## src/rtl/muladd_rr_arbiter.sv

```systemverilog
// Round-robin arbiter sharing one pipelined unsigned multiply-add unit (a*b +/- c) between NREQ requesters.
// Define MULADD_ARB_SUB_EN to honour req_sub; otherwise the unit always adds.
module muladd_rr_arbiter #(
  parameter int NREQ = 4,
  parameter int LAT  = 3
) (
  input  logic                    clk,
  input  logic                    rst,
  input  logic [NREQ-1:0]         req_valid,
  output logic [NREQ-1:0]         req_ready,
  input  logic [NREQ*26-1:0]      req_a,
  input  logic [NREQ*17-1:0]      req_b,
  input  logic [NREQ*48-1:0]      req_c,
  input  logic [NREQ-1:0]         req_sub,
  output logic                    res_valid,
  output logic [$clog2(NREQ)-1:0] res_id,
  output logic [47:0]             res_data,
  input  logic                    drain,
  output logic                    drain_done,
  output logic                    busy
);
  localparam int IDW = $clog2(NREQ);

  typedef enum logic [1:0] {RUN, DRAINING, DRAINED} state_t;

  state_t         state, state_nxt;
  logic [IDW-1:0] ptr;
  logic [IDW-1:0] gnt_id;
  logic [IDW-1:0] cand;
  logic           fire;
  logic           empty_nxt;
  logic [LAT-1:0] vld_p;
  logic [IDW-1:0] id_p [LAT];

  logic [25:0]    a_p0;
  logic [16:0]    b_p0;
  logic [47:0]    c_p0;
  logic           sub_p0;
  logic [47:0]    sum_p0;
  logic [47:0]    res_raw;

  function automatic logic [47:0] muladd(input logic [25:0] a, input logic [16:0] b,
                                         input logic [47:0] c, input logic sub);
    logic [42:0] prod;
    prod = 43'(a) * 43'(b);
    return sub ? ({5'd0, prod} - c) : ({5'd0, prod} + c);
  endfunction

  // Search starts one past the last grant so every requester gets a turn.
  always_comb begin
    req_ready = '0;
    gnt_id    = '0;
    cand      = '0;
    fire      = 1'b0;
    if (!rst && state == RUN && !drain) begin
      for (int k = 1; k <= NREQ; k++) begin
        cand = IDW'((int'(ptr) + k) % NREQ);
        if (!fire && req_valid[cand]) begin
          fire   = 1'b1;
          gnt_id = cand;
        end
      end
      req_ready[gnt_id] = fire;
    end
  end

  always_ff @(posedge clk or posedge rst) begin
    if (rst) begin
      ptr   <= IDW'(NREQ - 1);
      state <= RUN;
    end else begin
      state <= state_nxt;
      if (fire) ptr <= gnt_id;
    end
  end

  // Only the final result stage may be occupied when leaving DRAINING.
  always_comb begin
    empty_nxt = 1'b1;
    for (int i = 0; i < LAT - 1; i++)
      if (vld_p[i]) empty_nxt = 1'b0;
  end

  always_comb begin
    state_nxt = state;
    case (state)
      RUN:      if (drain) state_nxt = DRAINING;
      DRAINING: if (!drain) state_nxt = RUN;
                else if (empty_nxt) state_nxt = DRAINED;
      DRAINED:  if (!drain) state_nxt = RUN;
      default:  state_nxt = RUN;
    endcase
  end

  // Stage p0: operands of the granted requester captured on the transfer edge
  always_ff @(posedge clk) begin
    if (fire) begin
      a_p0 <= req_a[int'(gnt_id)*26 +: 26];
      b_p0 <= req_b[int'(gnt_id)*17 +: 17];
      c_p0 <= req_c[int'(gnt_id)*48 +: 48];
    end
  end

`ifdef MULADD_ARB_SUB_EN
  always_ff @(posedge clk) begin
    if (fire) sub_p0 <= req_sub[gnt_id];
  end
`else
  logic unused_sub;
  assign unused_sub = ^req_sub;
  assign sub_p0     = 1'b0;
`endif

  assign sum_p0 = muladd(a_p0, b_p0, c_p0, sub_p0);

  // Stages p1..: result delay line matching the tag pipeline depth
  generate
    if (LAT == 1) begin : g_lat1
      assign res_raw = sum_p0;
    end else begin : g_latn
      logic [47:0] sum_pn [LAT-1];
      always_ff @(posedge clk) begin
        sum_pn[0] <= sum_p0;
        for (int i = 1; i < LAT - 1; i++) sum_pn[i] <= sum_pn[i-1];
      end
      assign res_raw = sum_pn[LAT-2];
    end
  endgenerate

  always_ff @(posedge clk or posedge rst) begin
    if (rst) begin
      vld_p <= '0;
      for (int i = 0; i < LAT; i++) id_p[i] <= '0;
    end else begin
      vld_p[0] <= fire;
      id_p[0]  <= gnt_id;
      for (int i = 1; i < LAT; i++) begin
        vld_p[i] <= vld_p[i-1];
        id_p[i]  <= id_p[i-1];
      end
    end
  end

  // Data stages carry no reset, so the outputs are qualified by the tag valid.
  assign res_valid  = vld_p[LAT-1];
  assign res_id     = res_valid ? id_p[LAT-1] : '0;
  assign res_data   = res_valid ? res_raw : '0;
  assign busy       = |vld_p;
  assign drain_done = (state == DRAINED);

endmodule

```

## config.mk

```make
export PLATFORM = sky130hd
export DESIGN_NAME = muladd_rr_arbiter
export DESIGN_NICKNAME = d
export VERILOG_FILES = /design/src/rtl/muladd_rr_arbiter.sv
export SDC_FILE = /design/constraint.sdc
export NUM_CORES = 1
export LEC_CHECK = 0
export ABC_AREA = 1
export ABC_CLOCK_PERIOD_IN_PS = 7200
export CAP_MARGIN = 10
export CORE_MARGIN = 1.5
export CORE_UTILIZATION = 56
export DETAILED_ROUTE_END_ITERATION = 8
export GPL_ROUTABILITY_DRIVEN = 0
export GPL_TIMING_DRIVEN = 0
export HOLD_SLACK_MARGIN = 0.06
export PLACE_DENSITY_LB_ADDON = 0.25
export REMOVE_ABC_BUFFERS = 1
export SETUP_SLACK_MARGIN = 0.3
export SKIP_CTS_REPAIR_TIMING = 1
export SYNTH_ARGS = -nofsm -noshare
export SYNTH_HDL_FRONTEND = slang
export SYNTH_SLANG_ARGS = --single-unit
```

## constraint.sdc

```tcl
create_clock -name clk -period 7.2 [get_ports clk]
set_input_delay 1.44 -clock clk [delete_from_list [all_inputs] [get_ports clk]]
set_output_delay 1.44 -clock clk [all_outputs]
set_load 0.005 [all_outputs]
```

Yosys cells after proc, flatten, opt, wreduce, memory -nomap -nowiden

Memory sizes are Yosys's and may differ from the RTL's.
Index checks and enable logic that the tools add are counted.

Register bits after elaboration: 104
Bits in latches: 0
Output and inout port bits: 57
Bits of input ports: 375
Memory bits (read-only): 0
Memories: 1
Word-level logic and storage cells: 83
Memory bits (writable): 96

Memory list:

| name          | words | width | read ports | clocked after Yosys merged registers in | write ports | RTL line | RTL |
|---|---|---|---|---|---|---|---|
| g_latn.sum_pn | 2     | 48    | 2          | 0                                       | 2           | 121      | `logic [47:0] sum_pn [LAT-1];` |

Reductions and logical operators: 14
$lt $le $gt $ge: 6
Add/sub/neg operators: 5
Bitwise logic cells: 1
Divide/modulo/power cells: 0
Multiply operators: 4
Multiplexer cells: 35
Eq/ne operators: 5
Shift operators: 3

Operators with widths:

| cell                                                                         | count |
|---|---|
| 192-bit by 9-bit indexed part select with 48-bit output                      | 1 |
| 104-bit by 8-bit indexed part select with 26-bit output                      | 1 |
| 68-bit by 8-bit indexed part select with 17-bit output                       | 1 |
| 43-bit by 48-bit adder with 48-bit output                                    | 1 |
| 48-bit 2-to-1 mux                                                            | 1 |
| 26-bit by 17-bit multiplier with 43-bit output                               | 1 |
| 2-bit 2-to-1 mux                                                             | 11 |
| 1-bit 2-to-1 mux                                                             | 16 |
| 2-bit by 3-bit less-than comparator with 1-bit output, second input constant | 5 |
| 1-bit binary-select mux with 2-bit select                                    | 4 |
| 2-bit by 5-bit multiplier with 7-bit output, second input constant           | 1 |
| 1-bit logical AND                                                            | 6 |
| 2-bit by 4-bit multiplier with 6-bit output, second input constant           | 1 |
| 2-bit case mux with 3 select lines                                           | 1 |
| 1-bit logical NOT                                                            | 5 |
| 2-bit by 1-bit adder with 2-bit output, second input constant                | 2 |
| 2-bit adder, second input constant                                           | 2 |
| 4-bit AND                                                                    | 1 |
| 2-bit by 2-bit multiplier with 4-bit output, second input constant           | 1 |
| 4-bit 2-to-1 mux                                                             | 1 |
| 2-bit inequality test, second input constant                                 | 2 |
| 3-bit inequality test, second input constant                                 | 1 |
| 3-bit AND reduction                                                          | 1 |
| 3-bit OR reduction                                                           | 1 |
| 5 further kinds                                                              | 5 |

Depth between registers and ports, before layout

Gate-level depths: netlist of run 1.

Depth in word-level cells: 23
Gate-level depth with buffers: 29
Depth with buffers taken out: 27

Least setup slack after synthesis of run 1

OpenSTA, ideal clock, no wires.

Path kind: register to register
From: register a_p0[7]
To: memory g_latn.sum_pn[0][47]
Arrival time: 5413 ps
Clock period less this slack: 5526 ps
Stages on the path, launching flop included: 24
Buffers on the path: 2
Data required time: 7087 ps
Path slack: 1674 ps
Library setup time: 113 ps
Path through: edfxtp_1 clkbuf_1 clkbuf_1 nand2_1 fa_1 inv_1 fa_1 inv_1 fa_1 inv_1 fa_1 fa_1 inv_1 fa_1 inv_1 ha_1 nand2_1 nor2_1 inv_1 nor2_1 nand3_1 or2_2 nand4_1 nand2_1

RTL lines:

| item                   | RTL line | RTL |
|---|---|---|
| from (decl)            | 35       | `logic [25:0] a_p0;` |
| from (signal assigned) | 98       | `a_p0 <= req_a[int'(gnt_id)*26 +: 26];` |
| to (decl)              | 121      |  |

==> results of run 1 <==
==> flip-flops by register name (all words and copies together) (netlist names) <==
name and flops:
g_latn.sum_pn 96, c_p0 48, a_p0 26, b_p0 17, id_p 6, vld_p 3
ptr 2, state 2
==> cells in the mapped netlist (3+ instances only) <==
library cell	count
sky130_fd_sc_hd__o211ai_1	3
sky130_fd_sc_hd__dfxtp_1	96
sky130_fd_sc_hd__xnor2_1	8
sky130_fd_sc_hd__o21ai_0	31
sky130_fd_sc_hd__dfrtp_1	11
sky130_fd_sc_hd__nand3_1	314
sky130_fd_sc_hd__nor2_1	78
sky130_fd_sc_hd__buf_2	34
sky130_fd_sc_hd__nor3_1	14
sky130_fd_sc_hd__a21oi_1	61
sky130_fd_sc_hd__nand2_1	1068
sky130_fd_sc_hd__inv_2	3
sky130_fd_sc_hd__o21bai_1	5
sky130_fd_sc_hd__edfxtp_1	91
sky130_fd_sc_hd__o21a_1	6
sky130_fd_sc_hd__buf_4	8
sky130_fd_sc_hd__nand4_1	13
sky130_fd_sc_hd__clkbuf_1	121
sky130_fd_sc_hd__buf_6	16
sky130_fd_sc_hd__nand2_2	3
sky130_fd_sc_hd__ha_1	121
sky130_fd_sc_hd__xor2_1	19
sky130_fd_sc_hd__a21o_1	7
sky130_fd_sc_hd__fa_1	402
sky130_fd_sc_hd__inv_1	1186
==> critical path, delay by kind of cell (launching register included) <==
| family | cells | cell delay, ps |
|---|---|---|
| adder cells (fa/ha/maj) | 7 | 3450 |
| XOR/XNOR | 1 | 240 |
| AO/OA/AOI/OAI | 1 | 370 |
| AND/OR/NAND/NOR | 6 | 950 |
| flip-flops | 1 | 1160 |
| buffers and inverters | 5 | 250 |
==> cells by family (layout without fill, tap and decap cells) <==
group / after synthesis / count (layout) / share of synthesized area, %
compound gates: 118 / 118 / 2.427
xor+xnor: 27 / 27 / 0.8804
fa+ha+maj: 523 / 523 / 35.60
buf+inv: 1369 / 1661 / 19.85
flops: 200 / 200 / 18.55
other cells: 0 / 1 / 0
simple gates: 1497 / 1497 / 22.70
==> cell type report <==
class | count | area, µm² | area share (%)
Multi-Input combinational cell | 2165 | 16600 | 51.90
Antenna cell | 1 | 2.502 | 0.007824
Clock buffer | 20 | 489.2 | 1.530
Clock inverter | 12 | 157.7 | 0.4929
Inverter | 1189 | 4466 | 13.96
Timing Repair Buffer | 440 | 4516 | 14.12
Sequential cell | 200 | 4984 | 15.58
Tap cell | 615 | 769.5 | 2.406
==> final timing paths <==
check                      depth (start not counted)  slack (ps)              endpoint
max                                               20         680  g_latn.sum_pn[0][32]
min                                                0         320  g_latn.sum_pn[0][83]
max reg2reg                                       20         680  g_latn.sum_pn[0][32]
min reg2reg                                        0         320  g_latn.sum_pn[0][83]
max in group asynchronous                          2        5420              vld_p[2]
min in group asynchronous                          2        1390              state[0]
==> per-stage QoR <==
| stage | std cells | hold WS (ps) |
|---|---|---|
| 6_report | 4642 | 321.9 |
| 5_1_grt | 4641 | 334.1 |
| 4_1_cts | 4641 | 326.9 |
| 3_5_place_dp | 4609 | 312.1 |
| 3_3_place_gp | 4596 | 310.7 |
| 2_1_floorplan | 3554 | 309.6 |
==> layer usage <==
| layer | vias to the layer above | track usage (%) | wire length (µm) |
|---|---|---|---|
| li1 | 11140 | - | - |
| met3 | 127 | 4.731 | 5060 |
| met1 | 10650 | 36.73 | 27650 |
| met5 | - | 0 | 0 |
| met4 | 0 | 8.595 | 1645 |
| met2 | 880 | 50.12 | 33330 |
==> impl_results.html, run 1 <==
<table>
<tr><th>Metric</th><th>Value</th></tr>
<tr><th colspan="2">Detailed routing</th></tr>
<tr><td>DR WL/cell</td><td>14.58 µm</td></tr>
<tr><td>Via density</td><td>4.910</td></tr>
<tr><td>Total Routed Length</td><td>about 68,000 µm</td></tr>
<tr><td>Via count</td><td>approximately 23,000</td></tr>
<tr><td>Number of optimization iterations in the first detailed-route pass</td><td>5</td></tr>
<tr><td>DRC viols</td><td>0</td></tr>
<tr><td>Remaining number of nets flagged by the antenna check after routing</td><td>0</td></tr>
<tr><td>Initial DRC Count</td><td>roughly 1,500</td></tr>
<tr><th colspan="2">Timing</th></tr>
<tr><td>Total Negative Setup Slacks</td><td>0 ps</td></tr>
<tr><td>Setup repair after global routing missed its margin</td><td>false</td></tr>
<tr><td>Worst slew slack as a fraction of its limit</td><td>15.18%</td></tr>
<tr><td>Maximum frequency from static timing analysis</td><td>0.1533 GHz</td></tr>
<tr><td>Min Tclk post-route</td><td>6524 ps</td></tr>
<tr><td>Share of the cycle needed by the critical path after routing</td><td>around nine tenths</td></tr>
<tr><td>Clock Skews</td><td>22.35 ps</td></tr>
<tr><td>Hold Fails Final Rpt</td><td>0</td></tr>
<tr><td>Final-report setup violation count</td><td>0</td></tr>
<tr><td>Slack of the critical path</td><td>675.8 ps</td></tr>
<tr><td>Worst Tran Pin Value</td><td>1272 ps</td></tr>
<tr><td>Final count of pins violating max slew</td><td>0</td></tr>
<tr><th colspan="2">Placed design</th></tr>
<tr><td>Number of input and output port buffers inserted</td><td>427</td></tr>
<tr><td>Post-DP Area</td><td>31,340 µm²</td></tr>
<tr><td>Placed wire-length estimate after detailed placement</td><td>around 54,000 µm</td></tr>
<tr><td>Pre-CTS setup slack</td><td>about 850 ps</td></tr>
<tr><th colspan="2">Synthesis</th></tr>
<tr><td>Synth top area cells</td><td>sky130_fd_sc_hd__fa_1, sky130_fd_sc_hd__inv_1, sky130_fd_sc_hd__nand2_1, sky130_fd_sc_hd__edfxtp_1, sky130_fd_sc_hd__dfxtp_1</td></tr>
<tr><td>Yosys cell types</td><td>37</td></tr>
<tr><td>Post-synthesis register bit count</td><td>200</td></tr>
<tr><td>Synth top area share</td><td>29.96%</td></tr>
<tr><td>Cell count after synthesis</td><td>3,734</td></tr>
<tr><td>Sequential cell area fraction in the yosys report</td><td>a little under a fifth</td></tr>
<tr><td>Area of the mapped netlist</td><td>26,860 µm²</td></tr>
<tr><td>Most area-hungry cell type in the Yosys netlist</td><td>sky130_fd_sc_hd__fa_1</td></tr>
<tr><td>Most used flip-flop cell after synthesis</td><td>sky130_fd_sc_hd__dfxtp_1</td></tr>
<tr><td>Number of synthesized flops with an enable pin</td><td>91</td></tr>
<tr><td>Share of flip-flops with an asynchronous set or reset after synthesis</td><td>6.500%</td></tr>
<tr><td>Average footprint of a synthesized cell</td><td>a little over 7 µm²</td></tr>
<tr><td>Number of warnings printed during yosys synthesis</td><td>0</td></tr>
<tr><th colspan="2">Cells and area</th></tr>
<tr><td>Net count reported at finish</td><td>4,911</td></tr>
<tr><td>Fin area</td><td>approximately 32,000 µm²</td></tr>
<tr><td>Area growth from synthesis to layout</td><td>19.08%</td></tr>
<tr><td>Most common cell after layout, fill and taps aside</td><td>sky130_fd_sc_hd__inv_1</td></tr>
<tr><td>Final standard cell utilization of the core</td><td>~67%</td></tr>
<tr><td>Number of fill cells</td><td>4,093</td></tr>
<tr><td>Most frequent cells in the layout</td><td>sky130_fd_sc_hd__inv_1, sky130_fd_sc_hd__nand2_1, sky130_fd_sc_hd__clkdlybuf4s50_1</td></tr>
<tr><td>Layout cell share with drive strength beyond 1</td><td>~1.5%</td></tr>
<tr><th colspan="2">Global routing</th></tr>
<tr><td>First-pass GRT wire length</td><td>113,100 µm</td></tr>
<tr><td>Initial antenna violation count</td><td>0</td></tr>
<tr><td>Via count of the first global-routing pass</td><td>23,150</td></tr>
<tr><td>GRT overflow</td><td>0</td></tr>
<tr><td>Largest net degree at the start of global routing</td><td>between 100 and 150</td></tr>
<tr><td>GR Util All Layers</td><td>28.74%</td></tr>
<tr><th colspan="2">Status</th></tr>
<tr><td>Status</td><td>finished clean</td></tr>
<tr><th colspan="2">Clock tree</th></tr>
<tr><td>CTS tree</td><td>yes</td></tr>
<tr><td>Clk root buf</td><td>sky130_fd_sc_hd__clkbuf_16</td></tr>
<tr><td>CTS clk-pin slew, worst paths</td><td>roughly 80 ps</td></tr>
<tr><td>Clock buffers created by TritonCTS</td><td>17</td></tr>
<tr><td>Clock tree sinks</td><td>200</td></tr>
<tr><td>H-tree depth</td><td>4</td></tr>
<tr><td>Maximum clock path buffer count</td><td>2</td></tr>
<tr><td>Clock latency of the later-clocked register in the worst-skew pair</td><td>490 ps</td></tr>
<tr><th colspan="2">Setup path</th></tr>
<tr><td>Category of the worst setup path launch point</td><td>flip-flop</td></tr>
<tr><td>Most frequent cell on the critical path</td><td>sky130_fd_sc_hd__fa_1</td></tr>
<tr><td>Required time of the critical path</td><td>7590 ps</td></tr>
<tr><td>Signal arrival time at the worst endpoint</td><td>6910 ps</td></tr>
<tr><td>Category of the worst setup path capture point</td><td>flip-flop</td></tr>
<tr><td>Worst setup path start</td><td>b_p0[8]</td></tr>
<tr><td>Start of the worst register-to-register path</td><td>b_p0[8]</td></tr>
<tr><td>Peak per-stage delay on the critical path</td><td>1160 ps</td></tr>
<tr><td>Max Fanout on Critical Path</td><td>26</td></tr>
<tr><td>Critical Path, Cell by Cell</td><td>nand2_1, fa_1, inv_1, fa_1, inv_1, fa_1, inv_1, fa_1, fa_1, inv_1, fa_1, inv_1, ha_1, nand2_1, nor2_1, nand3_1, o211ai_1, nand3b_1, nand2_1, xor2_1</td></tr>
<tr><td>Type of the setup path with the least slack</td><td>flip-flop to flip-flop</td></tr>
<tr><td>Slowest CP cell</td><td>sky130_fd_sc_hd__edfxtp_1</td></tr>
<tr><th colspan="2">Hold path</th></tr>
<tr><td>Startpoint of the lowest-slack hold path</td><td>g_latn.sum_pn[0][35]</td></tr>
<tr><td>Path type of the worst min-delay path</td><td>flip-flop to flip-flop</td></tr>
<tr><th colspan="2">Floorplanning</th></tr>
<tr><td>Die X-Extent</td><td>222.0 µm</td></tr>
<tr><td>Standard cell core area</td><td>~48,000 µm²</td></tr>
<tr><td>Initial Utilization</td><td>56.49%</td></tr>
<tr><td>Die span in y</td><td>222.0 µm</td></tr>
<tr><td>Area of the die</td><td>49,290 µm²</td></tr>
<tr><td>Floorplan row count</td><td>80</td></tr>
<tr><td>Number of ports placed on the die boundary</td><td>roughly 430</td></tr>
<tr><th colspan="2">Run</th></tr>
<tr><td>Max-cap viol count</td><td>0</td></tr>
</table>
Power of run 1 is not shown: default switching activity piles up to over one toggle a cycle in this logic, so the estimate is an artifact.
==> run 2, diff against run 1 <==
Settings changed: SLEW_MARGIN from default to 0.
==> results of run 2 <==
The final DEF is identical to that of run 1; final timing and power are the same.
Power of run 2 is left out for the same reason.
